`src/rtl/circuit4_pkg.sv`:
```
// Shared constants and the single-bit circuit_4 gate chain for circuit4_pipe.
package circuit4_pkg;

    localparam int C4_WIDTH  = 8;
    localparam int C4_STAGES = 3;
    localparam int C4_CNT_W  = 16;

    // Same five-gate structure as the original network, kept gate-for-gate.
    function automatic logic c4_eval(input logic a, input logic b, input logic c);
        logic w;
        logic y;
        logic n;
        logic z;
        w = a & b;
        y = w | c;
        n = ~(a | y);
        z = ~(b & n);
        return z ^ c;
    endfunction

endpackage

```
`src/rtl/circuit4_pipe_stage.sv`:
```
// One valid/data pipeline register: captures the upstream slot whenever load is high.
module circuit4_pipe_stage #(
    parameter int WIDTH = 8
) (
    input  logic             clk,
    input  logic             rst,
    input  logic             load,
    input  logic             up_valid,
    input  logic [WIDTH-1:0] up_data,
    output logic             valid,
    output logic [WIDTH-1:0] data
);

    logic             valid_reg;
    logic [WIDTH-1:0] data_reg;

    always_ff @(posedge clk) begin
        if (rst) begin
            valid_reg <= 1'b0;
            data_reg  <= '0;
        end else if (load) begin
            valid_reg <= up_valid;
            data_reg  <= up_data;
        end
    end

    assign valid = valid_reg;
    assign data  = data_reg;

endmodule

```
`src/rtl/circuit4_pipe.sv`:
```
// Clocked, WIDTH-bit circuit_4 function behind a STAGES-deep valid/ready pipeline.
// Optional transfer counter out_cnt is enabled by defining CIRCUIT4_PIPE_STATS_EN.
module circuit4_pipe
    import circuit4_pkg::*;
#(
    parameter int WIDTH  = C4_WIDTH,
    parameter int STAGES = C4_STAGES,
    parameter int CNT_W  = C4_CNT_W
) (
    input  logic             clk,
    input  logic             rst,
    input  logic             in_valid,
    output logic             in_ready,
    input  logic [WIDTH-1:0] a,
    input  logic [WIDTH-1:0] b,
    input  logic [WIDTH-1:0] c,
    output logic             out_valid,
    input  logic             out_ready,
    output logic [WIDTH-1:0] o
`ifdef CIRCUIT4_PIPE_STATS_EN
    ,
    output logic [CNT_W-1:0] out_cnt
`endif
);

    logic [WIDTH-1:0]              func_val;
    logic [STAGES-1:0]             load_vec;
    logic [STAGES-1:0]             up_valid;
    logic [STAGES-1:0][WIDTH-1:0]  up_data;
    logic [STAGES-1:0]             valid_q;
    logic [STAGES-1:0][WIDTH-1:0]  data_q;

    genvar gi;

    generate
        for (gi = 0; gi < WIDTH; gi++) begin : g_func
            assign func_val[gi] = c4_eval(a[gi], b[gi], c[gi]);
        end

        for (gi = 0; gi < STAGES; gi++) begin : g_stage
            // Stage gi can move when any stage from gi to the tail is empty
            // (bubble collapse) or the consumer takes the tail this cycle.
            assign load_vec[gi] = out_ready | ~(&valid_q[STAGES-1:gi]);

            if (gi == 0) begin : g_head
                assign up_valid[gi] = in_valid;
                assign up_data[gi]  = func_val;
            end else begin : g_body
                assign up_valid[gi] = valid_q[gi-1];
                assign up_data[gi]  = data_q[gi-1];
            end

            circuit4_pipe_stage #(
                .WIDTH (WIDTH)
            ) u_stage (
                .clk      (clk),
                .rst      (rst),
                .load     (load_vec[gi]),
                .up_valid (up_valid[gi]),
                .up_data  (up_data[gi]),
                .valid    (valid_q[gi]),
                .data     (data_q[gi])
            );
        end
    endgenerate

    assign in_ready  = load_vec[0];
    assign out_valid = valid_q[STAGES-1];
    assign o         = data_q[STAGES-1];

`ifdef CIRCUIT4_PIPE_STATS_EN
    logic [CNT_W-1:0] cnt_reg;

    always_ff @(posedge clk) begin
        if (rst) begin
            cnt_reg <= '0;
        end else if (out_valid && out_ready) begin
            cnt_reg <= cnt_reg + CNT_W'(1);
        end
    end

    assign out_cnt = cnt_reg;
`else
    logic unused_cnt_w;
    assign unused_cnt_w = (CNT_W > 0);
`endif

endmodule
```
`config.mk`:
```
export PLATFORM = sky130hd
export DESIGN_NAME = circuit4_pipe
export DESIGN_NICKNAME = d
export VERILOG_FILES = /design/src/rtl/circuit4_pkg.sv /design/src/rtl/circuit4_pipe_stage.sv /design/src/rtl/circuit4_pipe.sv
export SDC_FILE = /design/constraint.sdc
export NUM_CORES = 1
export LEC_CHECK = 0
export ABC_AREA = 1
export BUFFER_PORTS_ARGS = -buffer_cell sky130_fd_sc_hd__buf_4
export CORE_MARGIN = 2
export CORE_UTILIZATION = 30
export CTS_CLUSTER_DIAMETER = 150
export DETAILED_ROUTE_END_ITERATION = 7
export SYNTH_ARGS = -nofsm -noshare
export SYNTH_HDL_FRONTEND = slang
export SYNTH_SLANG_ARGS = --single-unit
```
`constraint.sdc`:
```
create_clock -name clk -period 1.3 [get_ports clk]
set_input_delay 0.39 -clock clk [delete_from_list [all_inputs] [get_ports clk]]
set_output_delay 0.39 -clock clk [all_outputs]
set_load 0.01 [all_outputs]
```
# After elaboration in Yosys (flattened, before gate mapping)
# Cells that the tools add are included.
[op_classes]
n_bitwise = 62
reduce_logical = 2
[op_table]
columns = ["cell", "count"]
rows = [
  ["$not A1 Y1", 19],
  ["$or A1 B1 Y1", 19],
  ["$and A1 B1 Y1", 16],
  ["$xor A1 B1 Y1", 8],
  ["$reduce_and A3 Y1", 1],
  ["$reduce_and A2 Y1", 1],
]
[word_totals]
regBits = 27
out_inout_bits = 10

# Logic depth before layout (Yosys ltp)
# Gate-level depths: netlist (run 1).
[logic_depth]
ltp_word = 7
mapped_depth = 6
ltp_nobuf = 5

# Modules after synthesis
# From an unflattened synthesis (run 1), not the netlist that was laid out.
[unflattened]
cells_unflattened = 191
hier_area_um2 = 1263.7
[modules_own_cells]
columns = ["mod", "n_inst", "cells_per_inst", "area_each_um2"]
rows = [
  ["circuit4_pipe_stage", 3, 57, 381.6],
  ["circuit4_pipe", 1, 20, 118.9],
]

# Least setup slack after synthesis (run 1)
# OpenSTA, ideal clock, no wires.
[synth_timing]
kind = "reg2out"
startpoint = "register g_stage[0].u_stage.valid_reg"
endpoint = "output port in_ready"
arrival_time_ps = 827
t_required_ps = 910
slack_ps = 83
stages_incl_launch_ff = 5
cell_sequence = "dfxtp_1 > buf_4 > nand3_1 > nor2_4 > inv_1"
[synth_via]
elab_chain_cells = 3
[synth_rtl]
columns = ["item", "line_no", "text"]
rows = [
  ["start: declaration", "circuit4_pipe_stage.sv:14", "logic valid_reg;"],
  ["start signal: assignment", "circuit4_pipe_stage.sv:22", "valid_reg <= up_valid;"],
  ["$reduce_and A3 Y1", "circuit4_pipe.sv:43", "assign load_vec[gi] = out_ready | ~(&valid_q[STAGES-1:gi]);"],
  ["$not A1 Y1", "circuit4_pipe.sv:43", ""],
  ["$or A1 B1 Y1", "circuit4_pipe.sv:43", ""],
  ["end: declaration", "circuit4_pipe.sv:13", "output logic in_ready,"],
]
# No other way between the ends.

# Worst setup path in the final report (run 1)
[layout_timing]
startpoint = "register g_stage[2].u_stage.valid_reg"
endpoint = "output port in_ready"
[layout_via]
elab_chain_cells = 3
[layout_rtl]
columns = ["item", "line_no"]
rows = [
  ["start: declaration", "circuit4_pipe_stage.sv:14"],
  ["start signal: assignment", "circuit4_pipe_stage.sv:22"],
  ["$reduce_and A3 Y1", "circuit4_pipe.sv:43"],
  ["$not A1 Y1", "circuit4_pipe.sv:43"],
  ["$or A1 B1 Y1", "circuit4_pipe.sv:43"],
]
# No other way between the ends.

==> results of run 1 <==
-- worst max-delay path: cells and delay by family, from the launching register on --
family / cells / cell delay [ns]
flops: 1 / 0.35
simple gates: 2 / 0.21
buf+inv: 2 / 0.16
-- layer usage --
layer	global-route usage	vias up	wire length, um
li1	-	555	-
met1	0.1379	390	985
met2	0.1528	30	867
met3	0.01022	4	123
met4	0.07031	0	55
met5	0	-	0
-- cells in the final DEF (no fill, tap or decap) --
master / netlist / final
a21oi_1: 8 / 8
buf_12: 0 / 1
buf_4: 9 / 44
buf_6: 1 / 1
clkbuf_1: 1 / 1
clkbuf_8: 0 / 3
dfxtp_1: 27 / 24
dfxtp_2: 0 / 3
inv_1: 20 / 19
inv_2: 1 / 2
nand2_1: 9 / 9
nand3_1: 8 / 7
nand3_2: 1 / 2
nor2_1: 54 / 54
nor2_4: 3 / 3
o21ai_0: 16 / 16
-- what timing repair did --
action	4_1_cts	5_1_grt
resized for setup	6	0
setup buffers	3	0
endpoints found under the hold margin	0	0
pin swaps	2	2
cloned	0	0
setup endpoints to repair	1	1
-- through the flow --
stage,area [um2],hold slack (ns),power (W),cells,setup WS (ns)
2_1_floorplan,1147,0.4496,0.0009883,159,0.08347
3_3_place_gp,1455,0.4587,0.001077,238,0.04926
3_5_place_dp,1455,0.4693,0.001081,238,0.05213
4_1_cts,1535,0.2905,0.001553,245,-0.1113
5_1_grt,1535,0.2817,0.001632,245,-0.1273
6_report,1535,0.2992,0.001524,245,-0.07374
-- cell type report --
cell class | instances | area, um2
Clock buffer | 4 | 45.04
Fill cell | 403 | 2126
Sequential cell | 27 | 544.3
Multi-Input combinational cell | 99 | 445.4
Timing Repair Buffer | 46 | 361.6
Tap cell | 48 | 60.06
Inverter | 21 | 78.83
-- how the worst min path moves through the flow --
stage                               startpoint                         end
global route                               rst    g_stage[0].u_stage.valid
detailed placement  g_stage[1].u_stage.data[0]  g_stage[1].u_stage.data[0]
floorplan           g_stage[1].u_stage.data[0]  g_stage[1].u_stage.data[0]
finish                                     rst    g_stage[1].u_stage.valid
CTS                                        rst    g_stage[0].u_stage.valid
global placement    g_stage[1].u_stage.data[0]  g_stage[1].u_stage.data[0]
-- cell families (layout without fill, tap and decap cells) --
family | after synthesis | count (layout) | synth area share
flip-flops | 27 | 27 | 0.4711
AND/OR/NAND/NOR | 75 | 75 | 0.2792
buffers and inverters | 33 | 71 | 0.1450
AO/OA/AOI/OAI | 24 | 24 | 0.1047
-- power breakdown --
part	switching (W)	internal [W]	leakage (nW)	total (W)
sequential	0.0000173	0.000865	0.223	0.000882
combinational	0.0000770	0.000108	0.526	0.000185
clock	0.000238	0.000219	0.0228	0.000457
==> out/results.txt, run 1 <==
Status: complete, but fails checks
Failing checks: negative setup slack
# IOs: 38
Final count of pins violating max slew: 0
Drc violations: 0
Max reg flops: 24
Starting Density: 0.3134
Max_cap viols: 0
Worst endpoint required time: 0.91 ns
Gr ovfl total: 0
Netlist cell types: 14
Antenna violations before repair: 0
Total number of H-tree levels: 1
FF-to-FF End: g_stage[1].u_stage.data[2]
Most common cell in the netlist: nor2_1
CTS max path bufs: 2
Setup_tns: -0.07374 ns
Max Clock Freq: 727.9 MHz
Clk sinks: 27
Worst skew pair latency: 0.27 ns
Seq/Total Area, Yosys: 0.4711
Critical path's slowest cell: dfxtp_2
FF+latch count, synth: 27
CTS Root Cell: clkbuf_8
Largest net degree at the start of global routing: 25
Synth Warn #: 0
Least-Margin Pin Slew: 0.2183 ns
Peak supply drop: 0.3582 mV
Post-synth EDFFs: 0
Die Span X: 65.84 um
Final Skew: 0.002516 ns
Rel. slew slack: 0.8543
Row cnt: 22
First-pass GRT wire length: 3.429 mm
Drt pass-1 iters: 2
First DRT Iteration DRCs: 17
Top_reg_cell synth: dfxtp_1
Via density: 3.996
Slowest stage delay, CP: 0.35 ns
Pleak: 0.7711 nW
Hold-fix buffers, CTS: 0
Utilization after layout: 0.4193
R2R setup slack: 0.21 ns
Vias in the first global route: 816
DR WL/cell: 8.290 um
RSZ-0062 raised after global routing: true
Via Count: 979
Top post-synthesis cells by area: dfxtp_1 (47%), nor2_1 (18%), o21ai_0 (7.0%)
Final setup violation count: 1
Synth area leader: dfxtp_1
Startpoint types: flop
Clk slew on worst S/H paths: 0.08 ns
CP Capture Type: output pin
# diodes: 0
Crit path from: g_stage[2].u_stage.valid
Synth-to-layout area growth: 33.81%
Hold Path Stages: 2
Crit path capture: in_ready
Commonest cells in the netlist: nor2_1 (54), dfxtp_1 (27), inv_1 (20)
Async SR Flop Fraction: 0
Chip Height: 65.84 um
Synthesized net count: 187
Die ar.: 0.004335 mm2
Dpl hpwl: 1.520 mm
Worst hold path type: primary input to flop
Antenna-violating nets left: 0
Inserted Clock Buffers: 3
Fin worst setup slack: -0.07374 ns
Syn_area_per_cell: 7.216 um2
Yosys top cell area share: 0.4711
Gr usage total: 0.1023
Cell Pwr Density: 992.5 mW/mm2
CTS tree: yes
WP data arrival: 0.98 ns
Crit share post-route: 1.057
Final Hold Fails: 0
GPL Wtd Cong: 0.7040
PortBufs: 37
Fin crit period: 1.374 ns
Crit-path cells: nand3_2, nor2_4, inv_2, buf_6
Crit Path Max Fanout: 2
FF-to-FF Start: g_stage[1].u_stage.valid
Share of cells above drive strength 1: 0.2995
Post-Syn Instances: 159
Synth Cell Area: 0.001147 mm2
Reg2reg path depth: 6
Post-layout nets: 226
Kind of critical path: flop to output pin
Routed WL: 2.031 mm
Core footprint: 0.003661 mm2
No activity file was read; power rests on OpenSTA's default activity.
==> run 2: changes to the inputs <==
--- a/config.mk
+++ b/config.mk
@@ -5,7 +5,6 @@
 export SDC_FILE = /design/constraint.sdc
 export NUM_CORES = 1
 export LEC_CHECK = 0
-export ABC_AREA = 1
 export BUFFER_PORTS_ARGS = -buffer_cell sky130_fd_sc_hd__buf_4
 export CORE_MARGIN = 2
 export CORE_UTILIZATION = 30
==> out/results.txt, run 2 <==
Row cnt: 21 (-4.5%)
Kind of critical path: flop to output pin
Antenna-violating nets left: 0 (unchanged)
Mux share of post-synthesis cell area: 0 (unchanged)
Final Skew: 0.01253 ns (+0.01001 ns)
Top post-synthesis cells by area: dfxtp_1 (50%), nand2_1 (14%), a21oi_1 (11%)
Final Hold Fails: 0 (unchanged)
PortBufs: 37 (unchanged)
Final count of pins violating max slew: 0 (unchanged)
Post-Synth XOR/XNOR Area: 0 (unchanged)
Min Hold Slack: 0.2654 ns (-0.03381 ns)
Chip Height: 64.10 um (-2.6%)
CTS Root Cell: clkbuf_4
Netlist cell types: 17 (+3)
Synth area leader: dfxtp_1
Clk slew on worst S/H paths: 0.14 ns (+0.06 ns)
Worst hold path type: primary input to flop
Synth Area in Compound Gates: 0.1790 (+0.07429)
Crit Path Max Fanout: 2 (unchanged)
Status: complete, but fails checks
Synthesized net count: 163 (-13%)
Dpl hpwl: 1.572 mm (+3.4%)
Synth Warn #: 0 (unchanged)
Starting Density: 0.3172 (+0.003819)
First DRT Iteration DRCs: 20 (+3)
Area after DPL: 0.001343 mm2 (-7.7%)
Hold Path Stages: 3 (+1)
Startpoint types: flop
Hold Crit Start: in_valid
FF+latch count, synth: 27 (unchanged)
Clk sinks: 27 (unchanged)
Hold-fix buffers, CTS: 0 (unchanged)
Max Clock Freq: 674.1 MHz (-7.4%)
Largest net degree at the start of global routing: 28 (+12%)
Via Count: 920 (-6.0%)
Gr ovfl total: 0 (unchanged)
Post-synth EDFFs: 0 (unchanged)
Synth Cell Area: 0.001084 mm2 (-5.6%)
Vias in the first global route: 864 (+5.9%)
Antenna violations before repair: 0 (unchanged)
Max_cap viols: 0 (unchanged)
FF-to-FF End: g_stage[0].u_stage.data[1]
Max reg flops: 24 (unchanged)
Synth-to-layout area growth: 33.26%
Setup_tns: -0.7851 ns (-0.7114 ns)
Core footprint: 0.003416 mm2 (-6.7%)
Top_reg_cell synth: dfxtp_1
Inserted Clock Buffers: 3 (unchanged)
Gr usage total: 0.1126 (+0.01026)
Post-layout nets: 197 (-13%)
Peak supply drop: 0.2740 mV (-24%)
Die Span X: 64.10 um (-2.6%)
Final setup violation count: 11 (+10)
CTS max path bufs: 2 (unchanged)
WP data arrival: 1.09 ns (+0.11 ns)
Yosys top cell area share: 0.4988 (+0.02774)
CTS tree: yes
Main combinational cell family by area after synthesis: simple AND/OR/NAND/NOR gates
Pleak: 0.6423 nW (-17%)
Hold EP: g_stage[0].u_stage.valid
Routed WL: 2.118 mm (+4.3%)
First-pass GRT wire length: 3.719 mm (+8.5%)
Commonest non-fill, non-tap cell in the layout: buf_4
Power, Total: 0.001403 W (-7.9%)
Worst skew pair latency: 0.33 ns (+0.06 ns)
Post-Syn Instances: 135 (-15%)
Fin worst setup slack: -0.1836 ns (-0.1098 ns)
# IOs: 38 (unchanged)
RSZ-0062 raised after global routing: true
Adder-cell share of the synthesized area: 0 (unchanged)
Crit share post-route: 1.141 (+0.08448)
GPL Wtd Cong: 0.6667 (-5.3%)
Seq/Total Area, Yosys: 0.4988 (+0.02774)
R2R setup slack: -0.09 ns (-0.30 ns)
# diodes: 0 (unchanged)
Die ar.: 0.004109 mm2 (-5.2%)
Fin crit period: 1.484 ns (+0.1098 ns)
Cell Pwr Density: 971.7 mW/mm2 (-2.1%)
FF-to-FF Start: g_stage[2].u_stage.valid
Async SR Flop Fraction: 0 (unchanged)
Pre-CTS setup slack: -0.1337 ns (-0.1858 ns)
Synth Area in Simple Gates: 0.1963 (-0.08287)
Most frequent cells in the layout: buf_4 (42), nand2_1 (40), dfxtp_1 (24), a21oi_1 (21)
Final instance area: 0.001444 mm2 (-5.9%)
Least-Margin Pin Slew: 0.3038 ns (+0.08549 ns)
Drc violations: 0 (unchanged)
CP Capture Type: output pin
Reg2reg path depth: 6 (unchanged)
Via density: 4.299 (+7.6%)
Rel. slew slack: 0.7975 (-0.05683)
Worst endpoint required time: 0.91 ns (about the same)
Failing checks: negative setup slack
DR WL/cell: 9.897 um (+19%)
Total number of H-tree levels: 1 (unchanged)
Syn_area_per_cell: 8.026 um2 (+11%)
Most common cell in the netlist: nand2_1
Share of cells above drive strength 1: 0.3452 (+0.04575)
Drt pass-1 iters: 4 (+2)
Commonest cells in the netlist: nand2_1 (40), dfxtp_1 (27), a21oi_1 (23)
-- run 2: area by class of cell --
cell class,instances,area [um2]
clock buffers,3,22.52
clock inverters,1,7.507
fillers,363,1972
inverters,9,36.28
multi-input cells,83,417.9
flip-flops and latches,27,544.3
well taps,46,57.56
repair buffers,45,357.8
-- run 2: metal layers --
metal  track usage  part of all wire
met1        0.1474              0.50
met2        0.1719              0.42
met3       0.03345             0.069
met4       0.04787             0.013
met5             0                 0
-- run 2: power by group --
part / switching, W / total (W) / internal, W
combinational: 0.0000593 / 0.000154 / 0.0000943
sequential: 0.0000155 / 0.000877 / 0.000861
clock: 0.000255 / 0.000373 / 0.000118
total: 0.000330 / 0.00140 / 0.00107
-- run 2: cell families (layout without fill, tap and decap cells) --
logic type | count (synthesis) | count (layout)
simple gates | 51 | 51
flops | 27 | 27
buf+inv | 25 | 58
compound gates | 32 | 32
-- run 2: repair_timing --
item / 4_1_cts / 5_1_grt
pin swaps: 2 / 7
gates resized for setup: 5 / 6
setup buffers: 2 / 3
setup endpoints to repair: 2 / 10
hold endpoints to repair: 0 / 0
-- run 2: worst max path at each step --
stage,depth (start not counted),endpoint,start
3_5_place_dp,5,g_stage[0].u_stage.data[1],out_ready
5_1_grt,3,in_ready,g_stage[2].u_stage.valid
3_3_place_gp,4,in_ready,out_ready
2_1_floorplan,4,in_ready,out_ready
4_1_cts,3,in_ready,g_stage[2].u_stage.valid
6_report,3,in_ready,g_stage[2].u_stage.valid
-- run 2: stage by stage --
stage,util,cells
2_1_floorplan,-,135
3_5_place_dp,0.3930,205
4_1_cts,0.4095,211
5_1_grt,0.4227,214
3_3_place_gp,0.3930,205
6_report,0.4227,214
-- run 2: worst max-delay path, cell delays in order, from the launching register on --
cell	delay, ns
dfxtp_2	0.35
and4b_2	0.28
inv_4	0.04
buf_6	0.11
